### config.mk
export PLATFORM = sky130hd
export DESIGN_NAME = alu_serial
export DESIGN_NICKNAME = d
export VERILOG_FILES = /design/src/rtl/alu_serial.sv
export SDC_FILE = /design/constraint.sdc
export NUM_CORES = 1
export LEC_CHECK = 0
export BUFFER_PORTS_ARGS = -buffer_cell sky130_fd_sc_hd__buf_4
export CORE_MARGIN = 2
export CORE_UTILIZATION = 61
export DETAILED_ROUTE_END_ITERATION = 8
export PLACE_DENSITY = 0.83
export SLEW_MARGIN = 20
export SYNTH_ARGS = -nofsm -noshare
export SYNTH_HDL_FRONTEND = slang
export SYNTH_SLANG_ARGS = --single-unit
### constraint.sdc
create_clock -name clk -period 6.51 [get_ports clk]
set_clock_uncertainty 0.1 [all_clocks]
set_input_delay 0.9765 -clock clk [delete_from_list [all_inputs] [get_ports clk]]
set_output_delay 0.9765 -clock clk [all_outputs]
set_load 0.05 [all_outputs]
### src/rtl/alu_serial.sv
// Digit-serial 32-bit ALU: one DIGIT_W-bit slice per RUN cycle, LSB first,
// with a valid/ready handshake on both the request and the result side.
module alu_serial #(
    parameter  int DIGIT_W = 4,
    localparam int N       = 32 / DIGIT_W
) (
    input  logic        clk,
    input  logic        rst,
    input  logic        in_valid,
    output logic        in_ready,
    input  logic [2:0]  alu_control,
    input  logic [31:0] src_a,
    input  logic [31:0] src_b,
    output logic        out_valid,
    input  logic        out_ready,
    output logic [31:0] alu_result,
    output logic        zero
);

    localparam int KW = (N > 1) ? $clog2(N) : 1;

    localparam logic [2:0] OP_SUB = 3'b001;
    localparam logic [2:0] OP_AND = 3'b010;
    localparam logic [2:0] OP_OR  = 3'b011;
    localparam logic [2:0] OP_SLT = 3'b101;

    typedef enum logic [1:0] {
        IDLE,
        RUN,
        DONE
    } state_t;

    state_t state;
    state_t state_next;

    logic [31:0]        a_reg;
    logic [31:0]        b_reg;
    logic [2:0]         op_reg;
    logic [KW-1:0]      k;
    logic               carry;
    logic [31:0]        res_acc;

    logic [5:0]         bit_pos;
    logic               last_digit;
    logic [DIGIT_W-1:0] a_d;
    logic [DIGIT_W-1:0] b_d;
    logic [DIGIT_W-1:0] b_op;
    logic               is_sub;
    logic               cin;
    logic [DIGIT_W:0]   sum;
    logic [DIGIT_W-1:0] res_digit;
    logic               s31;
    logic               a31;
    logic               b31;
    logic               ovf;
    logic               lt;
    logic [31:0]        merged;
    logic [31:0]        final_word;

    assign bit_pos    = 6'(k) * 6'(DIGIT_W);
    assign last_digit = (k == KW'(N - 1));
    assign a_d        = a_reg[bit_pos +: DIGIT_W];
    assign b_d        = b_reg[bit_pos +: DIGIT_W];

    assign in_ready  = (state == IDLE);
    assign out_valid = (state == DONE);

    always_ff @(posedge clk) begin
        if (rst) begin
            state <= IDLE;
        end else begin
            state <= state_next;
        end
    end

    always_comb begin
        state_next = state;
        case (state)
            IDLE: if (in_valid)   state_next = RUN;
            RUN:  if (last_digit) state_next = DONE;
            DONE: if (out_ready)  state_next = IDLE;
            default:              state_next = IDLE;
        endcase
    end

    // Sub and slt share the adder as A + ~B + 1; the 1 enters only on digit 0.
    always_comb begin
        is_sub = (op_reg == OP_SUB) || (op_reg == OP_SLT);
        b_op   = is_sub ? ~b_d : b_d;
        cin    = (k == '0) ? is_sub : carry;
        sum    = {1'b0, a_d} + {1'b0, b_op} + {{DIGIT_W{1'b0}}, cin};
        case (op_reg)
            OP_AND:  res_digit = a_d & b_d;
            OP_OR:   res_digit = a_d | b_d;
            default: res_digit = sum[DIGIT_W-1:0];
        endcase
    end

    // Signed less-than is derived from the top digit of the difference.
    always_comb begin
        s31 = sum[DIGIT_W-1];
        a31 = a_d[DIGIT_W-1];
        b31 = b_d[DIGIT_W-1];
        ovf = (a31 == ~b31) && (s31 != a31);
        lt  = s31 ^ ovf;
        merged = res_acc;
        merged[bit_pos +: DIGIT_W] = res_digit;
        final_word = (op_reg == OP_SLT) ? {31'b0, lt} : merged;
    end

    always_ff @(posedge clk) begin
        if (rst) begin
            a_reg      <= '0;
            b_reg      <= '0;
            op_reg     <= '0;
            k          <= '0;
            carry      <= 1'b0;
            res_acc    <= '0;
            alu_result <= '0;
            zero       <= 1'b1;
        end else begin
            case (state)
                IDLE: begin
                    if (in_valid) begin
                        a_reg  <= src_a;
                        b_reg  <= src_b;
                        op_reg <= alu_control;
                        k      <= '0;
                        carry  <= 1'b0;
                    end
                end
                RUN: begin
                    res_acc <= merged;
                    carry   <= sum[DIGIT_W];
                    if (last_digit) begin
                        k          <= '0;
                        alu_result <= final_word;
                        zero       <= (final_word == 32'd0);
                    end else begin
                        k <= k + KW'(1);
                    end
                end
                default: begin
                end
            endcase
        end
    end

endmodule

* After elaboration in Yosys (flattened, before gate mapping)
Cells that the tools add are included.
Widths: inputs -> output; s select.
** Storage, ports and cells
- Output and inout port bits :: 35
- Register bits :: 138
- Bits of input ports :: 71
- Logic and storage cells :: 58
** Operators by class
- Bitwise operators :: 5
- Add/subtract/negate cells :: 4
- Reductions and logical operators :: 10
- Shift operators :: 4
- Equality and inequality tests :: 12
- Multiplexer cells :: 14
** Operator list (number)
- $shiftx 32x6->4 :: 2
- $bwmux 32 :: 1
- $logic_not 32->1 :: 1
- $mux 32 :: 1
- $shift 4x8->32 const A :: 1
- $shiftx 4x8->32 :: 1
- $neg 5->8 :: 1
- $pmux 4 s2 :: 1
- $eq 3x2->1 const B :: 2
- $eq 3x3->1 const B :: 2
- $mux 2 :: 3
- $mux 3 :: 2
- $pmux 2 s3 :: 1
- $pmux 3 s2 :: 1
- $reduce_and 2->1 :: 3
- $add 4x4->5 :: 1
- $add 5x1->5 :: 1
- $and 4x4->4 :: 1
- $mux 4 :: 1
- $ne 2x2->1 const B :: 2
- $not 4->4 :: 1
- $or 4x4->4 :: 1
- $add 3x1->3 const B :: 1
- $eq 3x1->1 const B :: 1
- 15 further kinds :: 16

* Longest topological paths before layout
Gate-level depths: netlist of the first run.
- Word-level depth :: 10
- Gate-level depth with buffers :: 16
- Depth with buffers taken out :: 13

* Worst setup path after synthesis of the first run
OpenSTA, ideal clock, no wires.
- Path kind :: register -> register
- Start point :: register k[0]
- End point :: register zero
- Data required time :: 6.349 ns
- Arrival :: 4.089 ns
- Setup slack :: 2.260 ns
- Setup time :: 0.061 ns
- Buffers on the path :: 2
- Clock period less this slack :: 4.250 ns
- Cell stages (with the launch flop) :: 14
- Cells stage by stage :: dfxtp_1 buf_2 buf_1 mux4_2 mux2i_1 xnor2_1 ha_1 or3_1 a31oi_1 o2111ai_1 a2111oi_0 nand4_1 o31ai_1 a221o_1
** On the way
- Longest elaborated chain between the ends :: 10
- Elaborated cells on any way between the ends :: 24
- Classes of those cells :: add/sub: 3; eq/ne: 3; shift: 4; mux: 5; bitwise: 5; reduce/logical: 4
** RTL lines
- start: declaration :: line 39 : logic [KW-1:0] k;
- start signal: assignment :: line 140 : k <= k + KW'(1);
- $shiftx 32x6->4 :: line 63 : assign b_d = b_reg[bit_pos +: DIGIT_W];
- $not 4->4 :: line 89 : b_op = is_sub ? ~b_d : b_d;
- $mux 4 :: line 89
- $add 4x4->5 :: line 91 : sum = {1'b0, a_d} + {1'b0, b_op} + {{DIGIT_W{1'b0}}, cin};
- $add 5x1->5 :: line 91
- $pmux 4 s2 or $ne 1x1->1 (tied branches) :: line 92, 104
- $shiftx 4x8->32 or $logic_and 1x1->1 (tied branches) :: line 107, 104
- $bwmux 32 or $xor 1x1->1 (tied branches) :: line 107, 105
- $mux 32 :: line 108 : final_word = (op_reg == OP_SLT) ? {31'b0, lt} : merged;
- $logic_not 32->1 :: line 138 : zero <= (final_word == 32'd0);
- end signal: assignment :: line 138
- end: declaration :: line 17 : output logic zero
Several ways; a longest one is shown, not always the timed one.
A chain may end at the register's enable or synchronous reset.

* Worst setup path in the final report of the first run
Ends and elaborated chain as after synthesis.

==> results, run 1 <==
- The starting density of the core is 0.620.
- The largest net degree at the start of global routing is 73.
- The final number of max-transition violations is 0.
- The worst max-slew margin expressed relative to the limit is 0.217.
- CTS saw 138 sinks.
- The full die area is 0.0112 mm^2.
- The number of antenna diodes in the final layout is 0.
- The global-route congestion overflow total is 0.
- The routed via count divided by cell count is 5.82.
- The TritonCTS buffer count is 17.
- Subtracting the final worst setup slack from the clock period gives 4910 ps.
- For this run, the share of the core covered by cells in the final layout is 0.755.
- The slew at the pin with the worst max-slew slack is 1170 ps.
- The number of nets handed over by synthesis was 871.
- The critical path data arrival time is 5300 ps.
- The initial antenna violation count was 0.
- The share of the synthesized area in the top cell type is 0.435.
- In the final layout, the share of cells above drive strength 1 is 0.203.
- The detailed-route DRC error count is 0.
- The post-synthesis sequential element count is 138.
- Counting along the longest clock path gives a buffer depth of 2.
- In this run the post-CTS setup repair buffer count came out at 0.
- The number of instances in the synthesized netlist is 788.
- The width of the chip is 106 um.
- STA puts the critical path data required time at 6910 ps.
- The worst setup path is launched from a register.
- For this run, the top clock speed supported by timing is 0.204 GHz.
- VDD sags by at most 0.000254 V.
- The cell with the most instances after synthesis is nand2_1.
- The post-synthesis area per instance is 8.05 um^2.
- The total leakage power is 3.04 nW.
- The clock tree from TritonCTS is yes.
- The half-perimeter wire length after detailed placement is 11500 um.
- The initial detailed-routing violation count is 487.
- The worst hold-check slack is 354 ps.
- Setup repair after global routing left no endpoint under its margin.
- The flow ran to the end, and the final reports show no timing, DRC or antenna violations.
- The final layout contains 945 nets.
- The most used flip-flop cell after synthesis is dfxtp_1.
- The count of pins on the block boundary is 106.
- The level count of the clock H-tree is 4.
- The count of cell types in the netlist is 56.
- The count of max-cap constraint violations is 0.
- The share of synthesized flip-flops with an asynchronous set or reset is 0.
- The sequential share of the synthesized area is 0.435.
- The power density of the placed cells is 270 mW/mm^2.
- The post-cts sizing count is 0.
- The row count is 37.
- The type of the tightest min-delay check is register to register.
- The kind of critical path is register to register.
- The vertical die dimension is 106 um.
- The routed length per placed instance is 16.9 um.
- The later pin in the worst-skew pair is clocked with a latency of 550 ps.
- The count of final hold-check violations is 0.
- The aggregate routed wire length is 17100 um.
- Setup violations remaining at the end of the flow were counted as 0.
- The worst setup path is captured at a register.
- The via count of the first global-routing pass is 5638.
- Dividing the final minimum period by the clock period gives 0.754.
- The core region is 0.0102 mm^2.
- For this block, the via count after detailed routing is 5888.
- Across every metal layer, demand over resource in global routing totals 0.321.
- The number of enable-type register cells in the synthesized netlist is 0.
- After clock tree synthesis, the clock-pin slew on the worst setup and hold paths is 60 ps.
- The cts-stage hold buffer count is 0.
- Once detail routing completed, the nets flagged for antenna violations numbered 0.
- By area the synthesized netlist is led by dfxtp_1 44%, nand2_1 12%, a21oi_1 11%, mux4_2 5.7%, nor2_1 4.3%.
- Of all nets on the critical path, the largest fanout is 19.
- Clock tree synthesis selected as its root buffer the cell clkbuf_8.
- The first detailed-routing pass took 5 iterations.
- The number of port buffers is 105.
- The growth of design area from synthesis to finish is 21.6%.
- The netlist area before placement is 0.00635 mm^2.
- Of all cell types, the one taking the most synthesized area is dfxtp_1.
- The wire length of the first global-routing pass is 28100 um.
- Adding up every negative setup slack in the final design gives 0 ps.
- The global placement routability congestion is 0.890.
- After filler insertion, the fill cell instance count of the layout stands at 785.
- During synthesis, Yosys emitted a total of 0 warnings.
- The commonest cells after synthesis are 201 x nand2_1, 138 x dfxtp_1, 135 x a21oi_1, 73 x nor2_1, 51 x clkbuf_1.
[worst paths after layout]
path                                              from                      to  slack (ps)  depth (start not counted)
worst max register to register       k[0]$_SDFFE_PP0P_       zero$_SDFFE_PP1P_        1600                         13
worst max-delay path                 k[0]$_SDFFE_PP0P_       zero$_SDFFE_PP1P_        1600                         13
worst min-delay path            a_reg[13]$_SDFFE_PP0P_  a_reg[13]$_SDFFE_PP0P_         350                          2
worst min register to register  a_reg[13]$_SDFFE_PP0P_  a_reg[13]$_SDFFE_PP0P_         350                          2
[cell usage in the layout (no fill, tap or decap), types with 3 or more instances in the layout]
cell type     n
inv_1         8
mux2i_1      12
buf_4       114
ha_1         10
xnor2_1       3
o31ai_1       4
nand3_1       9
a211oi_1      7
nand2_1     200
clkinvlp_4    3
clkinv_4      3
a22oi_1      14
a21o_1        4
dfxtp_1     137
nor3_1        5
nor2_1       73
mux2_2        5
a21oi_1     135
o21ai_0      17
inv_6         6
nand4_1       7
a311oi_1      3
mux4_2       16
clkbuf_16    16
nand2b_1      7
or3_1         4
a31oi_1       3
[metrics by stage]
| stage | setup WS, ps | instances | total power (W) | cell area (um^2) |
|---|---|---|---|---|
| after floorplan | 2260 | 788 | 0.00110 | 6350 |
| after global placement | 1740 | 979 | 0.00118 | 7160 |
| after detailed placement | 1650 | 979 | 0.00119 | 7170 |
| after CTS | 1630 | 1011 | 0.00209 | 7720 |
| after global routing | 1020 | 1011 | 0.00217 | 7720 |
| final | 1600 | 1011 | 0.00209 | 7720 |
[where the power goes]
part	internal [W]	switching, W	total, W
Clock	0.000514	0.000397	0.000911
Sequential	0.000876	0.0000238	0.000900
Combinational	0.000110	0.000167	0.000277
[final cells by class]
type	count	area [um^2]	area share
clock buffer	18	418	0.0541
clock inverter	14	136	0.0177
inverter	9	33.8	0.00438
multi-input combinational	582	3340	0.433
sequential	138	2760	0.358
tap	136	170	0.0220
timing repair buffer	114	856	0.111
[kinds of logic (layout without fill, tap and decap cells)]
family / count (synthesis) / count (layout) / share of synthesized area
AO/OA/AOI/OAI: 200 / 200 / 0.180
XOR/XNOR: 5 / 5 / 0.00690
adder cells (fa/ha/maj): 15 / 15 / 0.0309
buffers and inverters: 68 / 155 / 0.0416
flip-flops: 138 / 138 / 0.435
multiplexers: 35 / 35 / 0.0897
AND/OR/NAND/NOR: 327 / 327 / 0.216
[worst max-delay path: stages, from the launching register on]
cell       delay, ps
dfxtp_2          590
buf_4            350
mux4_2           550
mux2i_1          260
xnor2_1          190
ha_1             280
and3b_1          180
or3_1            410
a31oi_1          690
o2111ai_1        210
a2111oi_0        400
nand4_1          200
o31ai_1          270
a221o_1          170
[routing by layer]
layer	vias to the layer above	global-route usage	wire, um
met3	35	0.0938	1310
met2	234	0.473	7640
met1	2751	0.448	7800
li1	2868	-	-
met4	0	0.123	312
met5	-	0	0
Note: power is estimated with default switching activity, not from simulation.
==> run 2, diff against run 1 <==
--- a/config.mk
+++ b/config.mk
@@ -7,9 +7,9 @@
 export LEC_CHECK = 0
 export BUFFER_PORTS_ARGS = -buffer_cell sky130_fd_sc_hd__buf_4
 export CORE_MARGIN = 2
-export CORE_UTILIZATION = 61
+export CORE_UTILIZATION = 51
 export DETAILED_ROUTE_END_ITERATION = 8
-export PLACE_DENSITY = 0.83
+export PLACE_DENSITY = 0.74
 export SLEW_MARGIN = 20
 export SYNTH_ARGS = -nofsm -noshare
 export SYNTH_HDL_FRONTEND = slang
==> constraint.sdc (replaced) <==
create_clock -name clk -period 4.1 [get_ports clk]
set_clock_uncertainty 0.1 [all_clocks]
set_input_delay 0.615 -clock clk [delete_from_list [all_inputs] [get_ports clk]]
set_output_delay 0.615 -clock clk [all_outputs]
set_load 0.05 [all_outputs]
==> results, run 2 (synthesized netlist as in run 1, its figures left out) <==
- The count of endpoints failing setup in the final report is 0 (unchanged).
- The area occupied by multi-input gates came to 0.00343 mm^2 (was 0.00334 mm^2).
- The clock transition at the registers of the reported paths was 60 ps (about the same).
- The worst reg2reg path depth is 13 (unchanged).
- The number of sinks on the clock net is 138 (unchanged).
- The capture point of the worst reg-to-reg path is zero$_SDFFE_PP1P_ (unchanged).
- The routed via count divided by cell count is 5.61 (was 5.82).
- The half-perimeter wire length after detailed placement was 12700 um (was 11500 um).
- The kind of end point of the critical path is a register (unchanged).
- The endpoint required time on the critical path is 4370 ps (was 6910 ps).
- The endpoint of the worst hold-timing path is a_reg[14]$_SDFFE_PP0P_ (was a_reg[13]$_SDFFE_PP0P_).
- The area of placed instances is 0.00746 mm^2 (was 0.00717 mm^2).
- The initial antenna violation count is 0 (unchanged).
- The placeable core region is 0.0121 mm^2 (was 0.0102 mm^2).
- The clock tree from TritonCTS was yes (unchanged).
- The full die area is 0.0134 mm^2 (was 0.0112 mm^2).
- The maximum frequency from static timing analysis is 0.257 GHz (was 0.204 GHz).
- The kind of critical path is register to register (unchanged).
- The count of pins on the block boundary came to 106 (unchanged).
- The minimum period implied by the final worst setup slack is 3890 ps (was 4910 ps).
- The clock latency at the later pin of the worst-skew pair is 420 ps (was 550 ps).
- The share of cells above drive strength 1 is 0.245 (was 0.203).
- The critical path data arrival time was 4160 ps (was 5300 ps).
- The final standard cell area without fillers is 0.00823 mm^2 (was 0.00772 mm^2).
- The most common library cell in the layout ignoring fill and taps is nand2_1 (unchanged).
- The overall via count from detail_route is 6044 (was 5888).
- The power density of the placed cells is 439 mW/mm^2 (was 270 mW/mm^2).
- The worst supply voltage drop on vdd is 0.000317 V (was 0.000254 V).
- The width of the chip is 116 um (was 106 um).
- The total number of nets in the final design is 980 (was 945).
- The sequential cell area is 0.00277 mm^2 (was 0.00276 mm^2).
- The row count is 40 (was 37).
- The number of buffers on the longest clock path is 2 (unchanged).
- The via count of the first global-routing pass is 5777 (was 5638).
- Status: finished, final reports clean (unchanged).
- The hold-critical path depth was 3 (was 2).
- The final number of max-transition violations was 0 (unchanged).
- The level count of the clock H-tree is 4 (unchanged).
- Most frequent cells in the layout: 200 x nand2_1, 147 x buf_4, 137 x dfxtp_1, 135 x a21oi_1, 73 x nor2_1 (was 200 x nand2_1, 137 x dfxtp_1, 135 x a21oi_1, 114 x buf_4, 73 x nor2_1).
- The wire length of the first global-routing pass is 29100 um (was 28100 um).
- The total leakage power is 3.26 nW (was 3.04 nW).
- The root buffer selected by CTS is clkbuf_16 (was clkbuf_8).
- The initial detailed-routing violation count is 554 (was 487).
- The number of port buffers is 105 (unchanged).
- The count of final hold-check violations is 0 (unchanged).
- The growth of design area from synthesis to finish is 29.6% (was 21.6%).
- The total global-route track usage is 0.282 (was 0.321).
- The cts-stage hold buffer count was 0 (unchanged).
- The count of nets left with antenna violations after detail routing was 0 (unchanged).
- The worst reg2reg path startpoint is k[0]$_SDFFE_PP0P_ (unchanged).
- The fill cell instance count of the final layout was 1023 (was 785).
- The number of antenna cells inserted is 0 (unchanged).
- The aggregate routed wire length is 17900 um (was 17100 um).
- The count of max-cap constraint violations is 0 (unchanged).
- The largest net degree at the start of global routing was 68 (was 73).
- The largest fanout on the critical path came to 4 (was 19).
- The worst max-slew margin expressed relative to the limit is 0.402 (was 0.217).
- The number of detailed-routing iterations run before antenna repair is 7 (was 5).
- The sum of internal, switching and leakage power came to 0.00361 W (was 0.00209 W).
- The TritonCTS buffer count was 17 (unchanged).
- The global placement routability congestion is 0.981 (was 0.890).
- The routed length per placed instance is 16.6 um (was 16.9 um).
- The slew at the pin with the worst max-slew slack was 897 ps (was 1170 ps).
- The starting density of the core came to 0.526 (was 0.620).
- The type of the tightest min-delay check is input port to register (was register to register).
- The vertical die dimension came to 116 um (was 106 um).
- The global-route congestion overflow total came to 0 (unchanged).
- The detailed-route DRC error count is 0 (unchanged).
- The worst setup slack for register-to-register paths is 210 ps (was 1600 ps).
- The share of the clock period used by the worst path after layout is 0.949 (was 0.754).
- The startpoint of the worst hold path is src_a[14] (was a_reg[13]$_SDFFE_PP0P_).
- The kind of start point of the critical path is a register (unchanged).
run 2: critical path, stage by stage (launching register included):
cell and delay (ps):
dfxtp_4 380, buf_4 160, mux4_2 510, mux2i_1 260, xnor2_1 200, ha_1 290, and3b_1 190, or3_4 420
a31oi_4 230, buf_4 160, a21oi_1 80, a2111o_1 380, nor4_1 260, a221o_1 210
run 2: through the flow:
step / worst slack, ps / util / TNS [ps] / cells / hold slack [ps]
after global routing: -3.07 / 0.682 / -3.07 / 1078 / 331
after floorplan: 143 / - / 0 / 788 / 332
after CTS: 0.0773 / 0.673 / 0 / 1076 / 325
final: 208 / 0.682 / 0 / 1078 / 336
after detailed placement: -86.8 / 0.618 / -86.8 / 1044 / 349
after global placement: 50.6 / 0.618 / 0 / 1044 / 344
run 2: layout make-up:
class / count / share of cell area
clock inverter: 13 / 0.0230
timing repair buffer: 149 / 0.139
inverter: 9 / 0.00411
tap: 168 / 0.0256
multi-input combinational: 582 / 0.417
sequential: 138 / 0.336
clock buffer: 19 / 0.0551
run 2: worst max-delay path by stage:
stage,endpoint,startpoint,cells after the start,slack [ps]
CTS,zero$_SDFFE_PP1P_,k[0]$_SDFFE_PP0P_,12,0.08
detailed placement,zero$_SDFFE_PP1P_,k[0]$_SDFFE_PP0P_,13,-90
floorplan,zero$_SDFFE_PP1P_,k[0]$_SDFFE_PP0P_,13,140
finish,zero$_SDFFE_PP1P_,k[0]$_SDFFE_PP0P_,13,210
global placement,zero$_SDFFE_PP1P_,k[0]$_SDFFE_PP0P_,12,50
global route,zero$_SDFFE_PP1P_,k[0]$_SDFFE_PP0P_,13,-3
run 2: report_power, final:
group | internal (W) | switching, W | leakage [nW]
logic | 0.000230 | 0.000299 | 1.83
registers | 0.00139 | 0.0000324 | 1.12
clock network | 0.00105 | 0.000603 | 0.310
total | 0.00268 | 0.000934 | 3.26
run 2: per-layer routing:
layer  wire length [um]  vias to the layer above  GRT usage
li1                   -                     2931          -
met1               8260                     2884      0.391
met2               8210                      198      0.438
met3               1110                       31     0.0601
met4                356                        0     0.0964
met5                  0                        -          0
run 2: what timing repair did:
| action | in CTS | in global routing |
|---|---|---|
| resized for setup | 5 | 13 |
| setup endpoints to repair | 1 | 1 |
| pin swaps | 0 | 6 |
| gates cloned | 0 | 0 |
| hold endpoints to repair | 0 | 0 |
| setup buffers | 0 | 2 |
==> run 3, diff against run 2 <==
--- a/config.mk
+++ b/config.mk
@@ -7,9 +7,9 @@
 export LEC_CHECK = 0
 export BUFFER_PORTS_ARGS = -buffer_cell sky130_fd_sc_hd__buf_4
 export CORE_MARGIN = 2
-export CORE_UTILIZATION = 51
+export CORE_UTILIZATION = 30
 export DETAILED_ROUTE_END_ITERATION = 8
-export PLACE_DENSITY = 0.74
+export PLACE_DENSITY = 0.48
 export SLEW_MARGIN = 20
 export SYNTH_ARGS = -nofsm -noshare
 export SYNTH_HDL_FRONTEND = slang
==> results, run 3 (synthesized netlist as in run 1, its figures left out) <==
- Status: finished, final reports clean (unchanged).
- The share of the clock period used by the worst path after layout is 0.949 (about the same).
- The most used routing layer is met2 (unchanged).
- The kind of critical path was register to register (unchanged).
- The global-route congestion overflow total is 0 (unchanged).
- The slew at the pin with the worst max-slew slack is 954 ps (was 897 ps).
- Setup repair after global routing left no endpoint under its margin.
- The initial antenna violation count is 0 (unchanged).
- The critical path data arrival time is 4160 ps (about the same).
- The combined buffer and inverter count along the critical path came to 1 (was 2).
- The sum of internal, switching and leakage power was 0.00348 W (was 0.00361 W).
- The half-perimeter wire length after detailed placement is 13800 um (was 12700 um).
- The wire length of the first global-routing pass is 31100 um (was 29100 um).
- The kind of cell adding the most delay to the critical path was multiplexers (was compound AO/OA/AOI/OAI gates).
- The via count of the first global-routing pass is 5725 (was 5777).
- The placeable core region was 0.0209 mm^2 (was 0.0121 mm^2).
- The row count was 53 (was 40).
- The minimum period implied by the final worst setup slack is 3890 ps (about the same).
- The clock transition at the registers of the reported paths came to 60 ps (about the same).
- The width of the chip is 149 um (was 116 um).
- The number of standard cells in the layout, taps in and fillers out is 1178 (was 1078).
- The aggregate routed wire length is 19600 um (was 17900 um).
- The number of port buffers is 105 (unchanged).
- The area of placed instances is 0.00754 mm^2 (was 0.00746 mm^2).
- The met1 track demand over resource in global routing was 0.256 (was 0.391).
- The kind of start point of the critical path was a register (unchanged).
- The fraction of met2 tracks used by global routing is 0.278 (was 0.438).
- The starting density of the core is 0.304 (was 0.526).
- The TritonCTS buffer count was 17 (unchanged).
- The largest net degree at the start of global routing came to 71 (was 68).
- The clock tree from TritonCTS is yes (unchanged).
- The routed length per placed instance was 16.6 um (about the same).
- The full die area is 0.0223 mm^2 (was 0.0134 mm^2).
- The vertical die dimension is 149 um (was 116 um).
- The cell with the most instances on the worst path is fa_1 (was buf_4).
- The share of cells above drive strength 1 is 0.241 (was 0.245).
- The worst max-slew margin expressed relative to the limit is 0.364 (was 0.402).
- The final number of max-transition violations was 0 (unchanged).
- Cell Chain, Critical Path: mux4_2, mux2i_2, xor2_1, fa_1, inv_1, fa_1, mux2i_4, a21oi_1, or4_1, o31ai_2, a221o_1 (was buf_4, mux4_2, mux2i_1, xnor2_1, ha_1, and3b_1, or3_4, a31oi_4, buf_4, a21oi_1, a2111o_1, nor4_1, a221o_1).
- The count of endpoints failing setup in the final report was 0 (unchanged).
- The level count of the clock H-tree was 4 (unchanged).
- The overall via count from detail_route is 5806 (was 6044).
- The most common library cell in the layout ignoring fill and taps is nand2_1 (unchanged).
- The initial detailed-routing violation count is 430 (was 554).
- The maximum frequency from static timing analysis is 0.257 GHz (about the same).
- The number of buffers on the longest clock path is 2 (unchanged).
- The number of sinks on the clock net is 138 (unchanged).
- The biggest cell delay along the critical path was 570 ps (was 510 ps).
- The detailed-route DRC error count was 0 (unchanged).
- The global placement routability congestion was 0.851 (was 0.981).
- The final standard cell utilization of the core was 0.394 (was 0.682).
- The total number of nets in the final design is 973 (was 980).
- The count of nets left with antenna violations after detail routing is 0 (unchanged).
- The count of pins on the block boundary is 106 (unchanged).
- The routed via count divided by cell count is 4.93 (was 5.61).
- The total leakage power was 3.20 nW (was 3.26 nW).
- Most frequent cells in the layout: 200 x nand2_1, 139 x buf_4, 137 x dfxtp_1, 135 x a21oi_1, 73 x nor2_1 (was 200 x nand2_1, 147 x buf_4, 137 x dfxtp_1, 135 x a21oi_1, 73 x nor2_1).
- The count of final hold-check violations is 0 (unchanged).
- The cell with the biggest individual delay on the critical path is or4_1 (was mux4_2).
- The power density of the placed cells came to 422 mW/mm^2 (was 439 mW/mm^2).
- The met3 usage in global routing is 0.0323 (was 0.0601).
- The fill cell instance count of the final layout is 2181 (was 1023).
- The number of detailed-routing iterations run before antenna repair is 4 (was 7).
- The total global-route track usage is 0.180 (was 0.282).
- The kind of end point of the critical path is a register (unchanged).
- The final standard cell area without fillers is 0.00823 mm^2 (about the same).
- The count of max-cap constraint violations was 0 (unchanged).
- The worst supply voltage drop on vdd is 0.000237 V (was 0.000317 V).
- The root buffer selected by CTS was clkbuf_16 (unchanged).
- The clock latency at the later pin of the worst-skew pair is 420 ps (about the same).
- The type of the tightest min-delay check was input port to register (unchanged).
- The largest fanout on the critical path is 8 (was 4).
- The growth of design area from synthesis to finish was 29.7% (was 29.6%).
- The number of antenna cells inserted is 0 (unchanged).
- The total placed cells including tap cells is 1144 (was 1044).
- The endpoint required time on the critical path is 4370 ps (about the same).
run 3: cell types whose count changed in the layout (fill, tap and decap cells not counted), sizes merged:
cell,previous run,this run
buf,149,142
bufinv,4,2
clkbuf,19,18
clkinv,4,8
inv,12,11
run 3: final timing paths:
check,start,end,cells after the start,slack (ps)
setup / recovery,k[0]$_SDFFE_PP0P_,zero$_SDFFE_PP1P_,11,210
hold / removal,src_a[2],a_reg[2]$_SDFFE_PP0P_,3,340
setup reg to reg,k[0]$_SDFFE_PP0P_,zero$_SDFFE_PP1P_,11,210
hold reg to reg,a_reg[19]$_SDFFE_PP0P_,a_reg[19]$_SDFFE_PP0P_,2,360
run 3: power by group:
part / internal, W / leakage (nW) / switching [W]
clock: 0.000913 / 0.286 / 0.000621
combinational: 0.000219 / 1.78 / 0.000298
sequential: 0.00139 / 1.12 / 0.0000346
run 3: repair_timing:
item / in CTS / in global routing
hold buffers: 0 / 0
resized for setup: 5 / 14
setup endpoints to repair: 1 / 1
pin swaps: 0 / 1
buffers inserted: 0 / 2
run 3: final cells by class:
cell class | instances | area, um^2 | area share
multi-input combinational | 582 | 3410 | 0.415
sequential | 138 | 2770 | 0.336
tap | 275 | 344 | 0.0418
inverter | 9 | 33.8 | 0.00410
timing repair buffer | 142 | 1090 | 0.132
clock buffer | 18 | 439 | 0.0534
clock inverter | 14 | 148 | 0.0179
run 3: tightest hold or removal path: stages:
cell and delay [ps]:
buf_4 110, nand2_1 50, a21oi_1 50
run 3: through the flow:
step | setup WS [ps] | hold slack [ps] | TNS [ps]
floorplan | 143 | 332 | 0
global placement | 49.8 | 344 | 0
detailed placement | -30.6 | 347 | -30.6
CTS | 23.6 | 324 | 0
global route | 3.36 | 329 | 0
finish | 209 | 338 | 0
run 3: metal layers:
layer  wire length, um  up-vias  share of wire
met3               729       24          0.037
met2              8920      124           0.46
met5                 0        -              0
li1                  -     2922              -
met1              9630     2736           0.49
met4               308        0          0.016
